`config.mk`:
```
export PLATFORM = sky130hd
export DESIGN_NAME = pipe_ctrl
export DESIGN_NICKNAME = d
export VERILOG_FILES = /design/src/rtl/pipe_ctrl.sv
export SDC_FILE = /design/constraint.sdc
export NUM_CORES = 1
export LEC_CHECK = 0
export CELL_PAD_IN_SITES_DETAIL_PLACEMENT = 1
export CELL_PAD_IN_SITES_GLOBAL_PLACEMENT = 1
export CORE_MARGIN = 1
export CORE_UTILIZATION = 38
export DETAILED_ROUTE_END_ITERATION = 6
export PLACE_DENSITY_LB_ADDON = 0.08
export SLEW_MARGIN = 20
export SYNTH_ARGS = -nofsm -noshare
export SYNTH_HDL_FRONTEND = slang
export SYNTH_SLANG_ARGS = --single-unit
```
`constraint.sdc`:
```
create_clock -name clk -period 2.3 [get_ports clk]
set_input_delay 0.69 -clock clk [delete_from_list [all_inputs] [get_ports clk]]
set_output_delay 0.69 -clock clk [all_outputs]
set_load 0.02 [all_outputs]
```
`src/rtl/pipe_ctrl.sv`:
```
// Pipeline control for the 5-stage core: turns hazard, redirect, memory-busy and
// halt requests into per-stage enables, flushes and bubbles, plus perf counters.
module pipe_ctrl #(
    parameter int MAX_STALL = 4,
    parameter int DRAIN     = 3,
    parameter int CW        = 16
) (
    input  logic          clk,
    input  logic          rst,
    input  logic          insert_nop,
    input  logic [2:0]    PCSrc,
    input  logic          imem_stall,
    input  logic          dmem_stall,
    input  logic          halt,
    output logic          pc_en,
    output logic          fd_en,
    output logic          fd_flush,
    output logic          de_en,
    output logic          de_bubble,
    output logic          em_en,
    output logic          mw_en,
    output logic          halted,
    output logic          stall_err,
    output logic [CW-1:0] stall_cnt,
    output logic [CW-1:0] flush_cnt
);
    localparam int RW = $clog2(MAX_STALL + 2);
    localparam int DW = (DRAIN > 1) ? $clog2(DRAIN) : 1;
    localparam logic [RW-1:0] RUN_MAX = RW'(MAX_STALL + 1);

    typedef enum logic [1:0] {RUN, MEMW, HALT_DRAIN, HALTED} state_t;

    state_t        state_reg, state_next;
    logic          pending_reg, pending_next;
    logic [DW-1:0] drain_reg, drain_next;
    logic [RW-1:0] run_reg;
    logic          err_reg;
    logic          redirect, nop_applied, flush_take;

    assign redirect  = (PCSrc != 3'b000) || pending_reg;
    assign halted    = (state_reg == HALTED);
    assign stall_err = err_reg;

    always_comb begin
        state_next   = state_reg;
        pending_next = pending_reg;
        drain_next   = drain_reg;
        nop_applied  = 1'b0;
        flush_take   = 1'b0;
        pc_en        = 1'b1;
        fd_en        = 1'b1;
        fd_flush     = 1'b0;
        de_en        = 1'b1;
        de_bubble    = 1'b0;
        em_en        = 1'b1;
        mw_en        = 1'b1;
        // While reset is held the outputs show their reset values regardless of inputs.
        if (rst) begin
            case (state_reg)
                HALTED: begin
                    {pc_en, fd_en, de_en, em_en, mw_en} = 5'b00000;
                end
                HALT_DRAIN: begin
                    if (dmem_stall) begin
                        {pc_en, fd_en, de_en, em_en, mw_en} = 5'b00000;
                    end else begin
                        pc_en     = 1'b0;
                        fd_en     = 1'b0;
                        de_bubble = 1'b1;
                        if (drain_reg == DW'(DRAIN - 1))
                            state_next = HALTED;
                        else
                            drain_next = drain_reg + 1'b1;
                    end
                end
                default: begin
                    if (dmem_stall) begin
                        {pc_en, fd_en, de_en, em_en, mw_en} = 5'b00000;
                        state_next = MEMW;
                        if (PCSrc != 3'b000)
                            pending_next = 1'b1;
                    end else begin
                        state_next = RUN;
                        if (redirect) begin
                            // Decode holds a wrong-path instruction, so any stall request is moot.
                            fd_flush     = 1'b1;
                            de_bubble    = 1'b1;
                            pending_next = 1'b0;
                            flush_take   = 1'b1;
                        end else if (insert_nop) begin
                            pc_en       = 1'b0;
                            fd_en       = 1'b0;
                            de_bubble   = 1'b1;
                            nop_applied = 1'b1;
                        end else if (imem_stall) begin
                            pc_en    = 1'b0;
                            fd_flush = 1'b1;
                        end else if (halt) begin
                            state_next = HALT_DRAIN;
                            drain_next = '0;
                        end
                    end
                end
            endcase
        end
    end

    always_ff @(posedge clk or negedge rst) begin
        if (!rst) begin
            state_reg   <= RUN;
            pending_reg <= 1'b0;
            drain_reg   <= '0;
            run_reg     <= '0;
            err_reg     <= 1'b0;
            stall_cnt   <= '0;
            flush_cnt   <= '0;
        end else begin
            state_reg   <= state_next;
            pending_reg <= pending_next;
            drain_reg   <= drain_next;
            if (nop_applied) begin
                if (run_reg != RUN_MAX)
                    run_reg <= run_reg + 1'b1;
                // This stall makes the run longer than MAX_STALL.
                if (run_reg >= RW'(MAX_STALL))
                    err_reg <= 1'b1;
            end else begin
                run_reg <= '0;
            end
            if (!pc_en && state_reg != HALTED && stall_cnt != '1)
                stall_cnt <= stall_cnt + 1'b1;
            if (flush_take && flush_cnt != '1)
                flush_cnt <= flush_cnt + 1'b1;
        end
    end
endmodule

```
==> metrics.md <==
| Metric | Value |
|---|---|
| # hold bufs at CTS | `0` |
| Clk_lat worst skew | `0.29 ns` |
| Antenna violations before repair | `0` |
| Clock sink count | `41` |
| Post-synth EDFFs | `0` |
| XOR/XNOR share of the synthesized area | `12.6%` |
| Fmax | `420 MHz` |
| CTS tree | `yes` |
| Final count of hold timing violations | `0` |
| Compound-Gate Fraction of Synth Area | `6.26%` |
| Simple-gate area share of the yosys netlist | `23.2%` |
| Critical path required time | `1.61 ns` |
| WL/cell | `14.6 um` |
| Starting Density | `40.2%` |
| Setup-failing EPs final | `2` |
| Die area | `5770 um^2` |
| Final wirelength | `5150 um` |
| Layout cells sized above 1 | `23.0%` |
| H-tree level count | `2` |
| Vias in the first global route | `1884` |
| Fin Hold WS | `0.489 ns` |
| # DRC | `0` |
| Area delta synth->final | `40.3%` |
| Post-synthesis mux area share | `1.62%` |
| Setup crit end kind | `primary output` |
| Post-detail-place hpwl | `3840 um` |
| Leakage Power | `0.00137 uW` |
| Antenna Diode Count | `0` |
| First-pass GRT wire length | `8980 um` |
| Kind of critical path | `input port to primary output` |
| Largest net degree at the start of global routing | `25` |
| ANT nets after route | `0` |
| RSZ-0062 raised after global routing | `true` |
| Mapped cell area | `2080 um^2` |
| Seq cells post-synth | `41` |
| Status | `finished, violations left` |
| Peak fanout along the critical path | `3` |
| Slew Limit Fails | `0` |
| Vias | `1754` |
| Rel. slew slack | `65.9%` |
| Adder-cell share of the synthesized area | `3.01%` |
| Peak supply drop | `335 uV` |
| Row cnt | `26` |
| Drt first pass iters | `4` |
| Hold WC Path Type | `flip-flop to flip-flop` |
| Nets | `295` |
| Fin cells | `352` |
| Synthesized Nets | `218` |
| Placer Congestion | `0.727` |
| Synth unique cells | `39` |
| Post-Synthesis Cells | `204` |
| Starting DRT DRC Count | `62` |
| Clock root cell | `clkbuf_8` |
| Min Tclk post-route | `2.38 ns` |
| CTS buffer count | `5` |
| Pwr/cell area | `644 nW/um^2` |
| Fin worst setup slack | `-0.0821 ns` |
| Async SR Flop Fraction | `100%` |
| Number of synthesis warnings | `0` |
| Core area | `5170 um^2` |
| Die width | `76.0 um` |
| Final period utilization | `104%` |
| Ys flop type | `dfrtp_1` |
| Clock tree buffer depth | `2` |
| Overall Global Routing Usage | `19.2%` |
| Clock skew | `0.00820 ns` |
| Least-Margin Pin Slew | `0.512 ns` |
| Die Height | `76.0 um` |
| I/O Pins | `50` |
| Commonest non-fill, non-tap cells in the layout | `dfrtp_1 (41), clkdlybuf4s50_1 (36), buf_4 (26)` |
| Vias per std cell | `4.98` |
| CTS clk-pin slew, worst paths | `0.08 ns` |
| Grt total ovfl | `0` |
| Commonest non-fill, non-tap cell in the layout | `dfrtp_1` |
| CP Data Arrival Time | `1.69 ns` |
| Mapped Avg Cell Area | `10.2 um^2` |
| Largest family of logic cells by synthesized area | `simple AND/OR/NAND/NOR gates` |
| Failing checks | `negative setup slack` |
| IO Port Bufs | `49` |
| CP startpoint kind | `input port` |
| Dpl cells | `342` |
| Sequential share of the synthesized area | `49.3%` |
| Max Cap Violations | `0` |
cells by family (layout without fill, tap and decap cells):
| family | after synthesis | in the layout |
|---|---|---|
| muxes | 3 | 3 |
| buffers and inverters | 17 | 95 |
| DFF | 41 | 41 |
| AOI/OAI and AO/OA | 18 | 18 |
| adders and majority gates | 5 | 5 |
| and+or+nand+nor | 90 | 90 |
| xor gates and xnor gates | 30 | 30 |
per-stage QoR:
stage | cell area, um^2 | worst slack, ns | setup TNS (ns) | util (%) | total power (uW)
6_report | 2920 | -0.0821 | -0.156 | 56.4 | 1880
5_1_grt | 2920 | -0.101 | -0.206 | 56.4 | 1990
4_1_cts | 2890 | -0.0532 | -0.0978 | 55.8 | 1900
3_5_place_dp | 2800 | -0.829 | -17.08 | 54.1 | 1440
3_3_place_gp | 2800 | -0.802 | -15.60 | 54.1 | 1420
2_1_floorplan | 2080 | 0.0215 | 0 | - | 1150
layout make-up:
cell class | count | area [um^2]
well taps | 70 | 87.6
multi-input cells | 146 | 1020
flip-flops and latches | 41 | 1030
repair buffers | 75 | 647
clock buffers | 5 | 68.8
clock inverters | 3 | 17.5
inverters | 12 | 45.0
fillers | 576 | 2260
what timing repair did:
action,in CTS,in global routing
gates resized for setup,56,5
setup buffers,2,0
pin swaps,5,0
endpoints found under the setup margin,27,8
synth_stat cells, drive strengths merged (2+ instances only):
cell type	count	area [um^2]
a21oi	2	10.0
a22o	2	17.5
and2	2	13.8
and3	5	31.3
and4	2	17.5
buf	4	31.3
dfrtp	41	1030
ha	5	62.6
inv	12	45.0
mux2	3	33.8
nand2	20	75.1
nand2b	2	12.5
nand3	9	45.0
nand4	9	71.3
nor2	17	63.8
nor3	11	55.1
nor4	6	43.8
o21ai	8	43.8
or2	2	12.5
or4	2	18.8
xnor2	15	131
xor2	15	131
critical path, stage by stage:
cell and delay, ns:
buf_6 0.09, or4_4 0.55, o21ai_4 0.17, nand2_2 0.06
buf_6 0.13
power breakdown:
part | total [uW] | internal, uW | switching, uW
logic | 537 | 252 | 285
clock network | 466 | 210 | 256
registers | 876 | 793 | 83.5
path summary, 6_finish.rpt:
kind                             start            to  slack [ns]  cells past startpoint
setup / recovery              PCSrc[0]         pc_en       -0.08                      5
hold / removal               stall_err     stall_err        0.49                      1
setup reg to reg           pending_reg  stall_cnt[3]        0.16                      8
hold reg to reg              stall_err     stall_err        0.49                      1
max in group asynchronous          rst  flush_cnt[2]        1.52                      3
min in group asynchronous          rst  state_reg[1]        0.52                      3
metal layers:
layer | global-route usage [%] | up-vias | share of wire [%]
met5 | 0 | - | 0
met4 | 5.19 | 0 | 0.91
met3 | 3.47 | 4 | 2.9
met2 | 34.1 | 29 | 52
met1 | 23.8 | 867 | 44
li1 | - | 854 | -
No activity file was read; power rests on OpenSTA's default activity.
